File: src/rtl/combo_lock_ctrl.sv
// Sequencing controller for a multi-digit combination lock: tracks entry position and
// match, sequences OPEN/CLOSED results, enforces a timed lockout and supports reprogramming.
module combo_lock_ctrl #(
   parameter int                NDIG           = 6,
   parameter logic [4*NDIG-1:0] DEFAULT_CODE   = 24'h722297,
   parameter int                MAX_FAIL       = 3,
   parameter int                LOCKOUT_CYCLES = 16
) (
   input  logic       clk,
   input  logic       rst_n,
   input  logic [3:0] digit_i,
   input  logic       enter_i,
   input  logic       relock_i,
   input  logic       prog_i,
   output logic       open_o,
   output logic       closed_o,
   output logic       lockout_o,
   output logic       prog_o,
   output logic       digit_err_o,
   output logic [2:0] pos_o,
   output logic [1:0] fail_cnt_o
);

   localparam int         TW       = (LOCKOUT_CYCLES > 1) ? $clog2(LOCKOUT_CYCLES) : 1;
   localparam logic [2:0] LAST_POS = 3'(NDIG - 1);

   typedef enum logic [2:0] {
      S_ENTRY,
      S_OPEN,
      S_CLOSED,
      S_LOCKOUT,
      S_PROG
   } state_e;

   state_e            state_q, state_d;
   logic [2:0]        pos_q, pos_d;
   logic              match_q, match_d;
   logic [1:0]        fail_q, fail_d;
   logic [4*NDIG-1:0] code_q, code_d;
   logic [4*NDIG-1:0] staged_q, staged_d;
   logic [TW-1:0]     timer_q, timer_d;
   logic              err_d;
   logic              digit_ok;
   logic              match_hit;
   logic              fail_hit;
   logic [3:0]        cur_digit;

   logic open_q, closed_q, lockout_q, prog_q, err_q;

   always_comb begin
      state_d   = state_q;
      pos_d     = pos_q;
      match_d   = match_q;
      fail_d    = fail_q;
      code_d    = code_q;
      staged_d  = staged_q;
      timer_d   = timer_q;
      err_d     = 1'b0;
      digit_ok  = (digit_i <= 4'd9);
      cur_digit = code_q[(NDIG - 1 - int'(pos_q)) * 4 +: 4];
      match_hit = match_q & (digit_i == cur_digit);
      fail_hit  = ((int'(fail_q) + 1) == MAX_FAIL);

      case (state_q)
         S_ENTRY: begin
            if (relock_i) begin
               pos_d   = 3'd0;
               match_d = 1'b1;
            end else if (enter_i) begin
               if (!digit_ok) begin
                  err_d = 1'b1;
               end else if (pos_q == LAST_POS) begin
                  // A wrong digit never ends the attempt early; the verdict comes on the last digit.
                  pos_d   = 3'd0;
                  match_d = 1'b1;
                  if (match_hit) begin
                     state_d = S_OPEN;
                     fail_d  = 2'd0;
                  end else if (fail_hit) begin
                     state_d = S_LOCKOUT;
                     timer_d = TW'(LOCKOUT_CYCLES - 1);
                     fail_d  = 2'd0;
                  end else begin
                     state_d = S_CLOSED;
                     fail_d  = fail_q + 2'd1;
                  end
               end else begin
                  pos_d   = pos_q + 3'd1;
                  match_d = match_hit;
               end
            end
         end
         S_OPEN: begin
            if (relock_i) begin
               state_d = S_ENTRY;
               pos_d   = 3'd0;
               match_d = 1'b1;
            end else if (prog_i) begin
               state_d = S_PROG;
               pos_d   = 3'd0;
            end
         end
         S_CLOSED: begin
            if (relock_i) begin
               state_d = S_ENTRY;
               pos_d   = 3'd0;
               match_d = 1'b1;
            end
         end
         S_LOCKOUT: begin
            if (timer_q == '0) begin
               state_d = S_ENTRY;
               pos_d   = 3'd0;
               match_d = 1'b1;
            end else begin
               timer_d = timer_q - TW'(1);
            end
         end
         S_PROG: begin
            if (relock_i) begin
               state_d = S_ENTRY;
               pos_d   = 3'd0;
               match_d = 1'b1;
            end else if (enter_i) begin
               if (!digit_ok) begin
                  err_d = 1'b1;
               end else begin
                  staged_d[(NDIG - 1 - int'(pos_q)) * 4 +: 4] = digit_i;
                  if (pos_q == LAST_POS) begin
                     // The live code only changes once the whole new code is in.
                     code_d  = staged_d;
                     pos_d   = 3'd0;
                     match_d = 1'b1;
                     state_d = S_ENTRY;
                  end else begin
                     pos_d = pos_q + 3'd1;
                  end
               end
            end
         end
         default: begin
            state_d = S_ENTRY;
            pos_d   = 3'd0;
            match_d = 1'b1;
         end
      endcase
   end

   always_ff @(posedge clk) begin
      if (!rst_n) begin
         state_q   <= S_ENTRY;
         pos_q     <= 3'd0;
         match_q   <= 1'b1;
         fail_q    <= 2'd0;
         code_q    <= DEFAULT_CODE;
         staged_q  <= '0;
         timer_q   <= '0;
         open_q    <= 1'b0;
         closed_q  <= 1'b0;
         lockout_q <= 1'b0;
         prog_q    <= 1'b0;
         err_q     <= 1'b0;
      end else begin
         state_q   <= state_d;
         pos_q     <= pos_d;
         match_q   <= match_d;
         fail_q    <= fail_d;
         code_q    <= code_d;
         staged_q  <= staged_d;
         timer_q   <= timer_d;
         open_q    <= (state_d == S_OPEN);
         closed_q  <= (state_d == S_CLOSED);
         lockout_q <= (state_d == S_LOCKOUT);
         prog_q    <= (state_d == S_PROG);
         err_q     <= err_d;
      end
   end

   assign open_o      = open_q;
   assign closed_o    = closed_q;
   assign lockout_o   = lockout_q;
   assign prog_o      = prog_q;
   assign digit_err_o = err_q;
   assign pos_o       = pos_q;
   assign fail_cnt_o  = fail_q;

endmodule

File: config.mk
export PLATFORM = sky130hd
export DESIGN_NAME = combo_lock_ctrl
export DESIGN_NICKNAME = d
export VERILOG_FILES = /design/src/rtl/combo_lock_ctrl.sv
export SDC_FILE = /design/constraint.sdc
export NUM_CORES = 1
export LEC_CHECK = 0
export BUFFER_PORTS_ARGS = -buffer_cell sky130_fd_sc_hd__buf_2
export CORE_ASPECT_RATIO = 0.7
export CORE_UTILIZATION = 45
export DETAILED_ROUTE_END_ITERATION = 6
export GPL_ROUTABILITY_DRIVEN = 0
export PLACE_DENSITY = 0.64
export SLEW_MARGIN = 10
export SYNTH_ARGS = -nofsm -noshare
export SYNTH_HDL_FRONTEND = slang
export SYNTH_SLANG_ARGS = --single-unit
File: constraint.sdc
create_clock -name clk -period 8.3 [get_ports clk]
set_input_delay 0.83 -clock clk [delete_from_list [all_inputs] [get_ports clk]]
set_output_delay 0.83 -clock clk [all_outputs]
set_load 0.005 [all_outputs]
==> summary.md <==
| Metric | Value |
|---|---|
| Buffers on Ports | `18` |
| Most used cell, CP | `ha_1` |
| Crit-path slowest cell | `nor4_4` |
| Reg2reg start | `pos_o[1]$_SDFFE_PN0P_` |
| WP data required | `8.51 ns` |
| H-tree depth | `3` |
| Core Footprint | `7450 um2` |
| Max-Cap Viols | `0` |
| Buf/Inv on CP | `1` |
| Chip height | `76.0 um` |
| Detailed Route Iter0 Violations | `180` |
| DRT Wirelength | `7990 um` |
| Family with the most delay on the worst path | `simple AND/OR/NAND/NOR gates` |
| Hold-fix buffers at CTS | `0` |
| Yosys warns | `0` |
| Hold Startpoint | `staged_q[23]$_SDFFE_PN0P_` |
| Placed cells | `475` |
| Largest net degree at the start of global routing | `47` |
| Predominant post-synthesis flop cell | `dfxtp_1` |
| Synth top cells by count | `dfxtp_1 (66), nor2_1 (47), mux2i_1 (39)` |
| Slack of the critical path | `4.58 ns` |
| RSZ-0062 raised after global routing | `no` |
| First-pass GRT wire length | `13300 um` |
| Top cell type by total area after synthesis | `dfxtp_1` |
| Max-slew headroom | `20.6%` |
| Post-DRT Antenna Nets | `0` |
| Mean post-synth cell area | `9.22 um2` |
| Drt pass-1 iters | `5` |
| Worst r2r dst | `staged_q[16]$_SDFFE_PN0P_` |
| TritonCTS clock tree | `done` |
| Max Clock Freq | `269 MHz` |
| Max IR drop VDD | `0.117 mV` |
| Sinks on the clock net | `66` |
| Setup violations, final | `0` |
| Crit start category | `register` |
| Setup Slack @ Placement | `4.62 ns` |
| Critical path arrival | `3.92 ns` |
| Sequential share of the synthesized area | `37.5%` |
| # rows | `26` |
| Vias per inst | `5.65` |
| Top-level port count | `19` |
| Crit Path Category | `reg -> reg` |
| Worst-Margin Slew | `1.19 ns` |
| Status | `finished clean` |
| Pwr/cell area | `175 nW/um2` |
| Cells after synthesis | `382` |
| DR vias | `2772` |
| Async SR Flop Fraction | `0%` |
| Hold Path End | `staged_q[23]$_SDFFE_PN0P_` |
| WL/cell | `16.3 um` |
| Post-route total power | `670 uW` |
| Worst path max stage delay | `0.56 ns` |
| Area Overhead vs Synth | `8.88%` |
| Die width | `108 um` |
| Setup repair bufs after CTS | `0` |
| CP endpoint kind | `register` |
| Post-synth EDFFs | `0` |
| Clock Latency Late Sink | `0.34 ns` |
| Total track usage | `21.3%` |
| Share of cells above drive strength 1 | `13.7%` |
| Area contributors post-synth | `dfxtp_1 (38%), mux2i_1 (11%), nor2_1 (5.0%)` |
| Flop2flop setup slack | `4.58 ns` |
| Final core utilization | `51.5%` |
| Initial Util | `47.3%` |
| Slew Viols, Final | `0` |
| Yosys top cell area share | `37.5%` |
| Cell Count, Final, Fillers Out | `491` |
| Root buf cell | `clkbuf_8` |
| Vias in the first global route | `2593` |
| CP Cell Sequence | `inv_1 -> ha_1 -> nand2b_4 -> ha_1 -> nor4bb_1 -> and3_1 -> mux2i_2 -> nor4_4 -> and2_1 -> mux2i_1 -> nor2_1` |
| CTS Buffer Depth | `2` |
| Worst Setup SP | `pos_o[1]$_SDFFE_PN0P_` |
| Final min period | `3.72 ns` |
| Initial antenna violation count | `0` |
| Hpwl dp | `5650 um` |
| Pleak | `0.00145 uW` |
| Total grt overflow | `0` |
| Post-synthesis cell area | `3520 um2` |
| R2R cell count | `11` |
| Final TNS setup | `0 ns` |
| N_diodes | `0` |
| Final layout net count | `410` |
| DRC viols | `0` |
| CP max FO | `9` |
| Seq cells post-synth | `66` |
| Cell with the most instances after synthesis | `dfxtp_1` |
| PostCTS Resize Cnt | `0` |
| Die area | `8190 um2` |
| Hold path depth | `2` |
| Netlist cell types | `56` |
| Clock-pin slew on the worst setup and hold paths | `0.08 ns` |
| Clock Skew | `0.00588 ns` |
| Worst min path class | `reg -> reg` |
| Final period utilization | `44.8%` |
| Syn Nets | `404` |
| CTS Buf Count | `9` |
| Final Hold Viols | `0` |
## registers in the layout, summed over array words and instances (netlist names)
register,flops
staged_q,24
open_o,1
fail_cnt_o,2
timer_q,4
lockout_o,1
prog_o,1
pos_o,3
match_q,1
state_q,3
closed_o,1
digit_err_o,1
code_q,24
## report_power, final
part	total, uW	switching, uW	internal, uW
sequential	318	0.841	317
clock	298	129	168
combinational	54.0	35.5	18.5
total	670	166	504
## cell type report
type	instances	area, um2
Clock inverter	7	93.8
Sequential cell	66	1320
Inverter	7	26.3
Clock buffer	9	124
Tap cell	98	123
Multi-Input combinational cell	285	2050
Timing Repair Buffer	19	97.6
Fill cell	699	3610
## worst register-to-register path, cell delays in order, from the launching register on
cell	delay, ns
dfxtp_1	0.54
inv_1	0.21
ha_1	0.50
nand2b_4	0.24
ha_1	0.29
nor4bb_1	0.23
and3_1	0.19
mux2i_2	0.16
nor4_4	0.56
and2_1	0.36
mux2i_1	0.24
nor2_1	0.05
## kinds of logic (layout without fill, tap and decap cells)
group | after synthesis | count (layout) | share of synthesized area [%]
muxes | 47 | 47 | 14.7
AOI/OAI and AO/OA | 64 | 64 | 12.4
buffers and inverters | 31 | 42 | 4.30
xor gates and xnor gates | 7 | 7 | 1.95
adders and majority gates | 13 | 13 | 4.83
DFF | 66 | 66 | 37.5
and+or+nand+nor | 154 | 154 | 24.3
## stage by stage
stage	instance area (um2)	hold slack [ns]
after detailed placement	3620	0.454
after global routing	3840	0.490
after CTS	3840	0.464
final	3840	0.461
after global placement	3620	0.445
after floorplan	3520	0.436
## cells in the final DEF, fill, tap and decap left out, types with 4 or more instances in the layout
cell type / instances
nor2b_1: 10
and3_1: 6
a31oi_1: 5
ha_1: 12
dfxtp_1: 66
nand3_1: 8
o211ai_1: 11
a21oi_1: 14
nor2_1: 47
inv_1: 6
and2_1: 4
clkbuf_8: 9
xor2_1: 4
nand3b_1: 4
nor3_1: 7
nand2_1: 32
nor3b_1: 7
mux2i_1: 39
a211oi_1: 21
and2b_1: 4
mux2_2: 4
buf_2: 18
o21ai_0: 4
nand2b_1: 5
## per-layer routing
layer	vias up	global-route usage [%]	routed length, um
li1	1382	-	-
met1	1307	32.0	4210
met2	74	29.4	3260
met3	9	5.47	436
met4	0	6.16	81
met5	-	0	0
## how the worst max path moves through the flow
stage | depth (start not counted) | slack [ns] | endpoint
2_1_floorplan | 13 | 5.16 | staged_q[8]$_SDFFE_PN0P_
3_3_place_gp | 11 | 4.70 | staged_q[16]$_SDFFE_PN0P_
3_5_place_dp | 11 | 4.62 | staged_q[17]$_SDFFE_PN0P_
4_1_cts | 11 | 4.61 | staged_q[16]$_SDFFE_PN0P_
5_1_grt | 11 | 4.31 | staged_q[18]$_SDFFE_PN0P_
6_report | 11 | 4.58 | staged_q[16]$_SDFFE_PN0P_
Note: power is estimated with default switching activity, not from simulation.
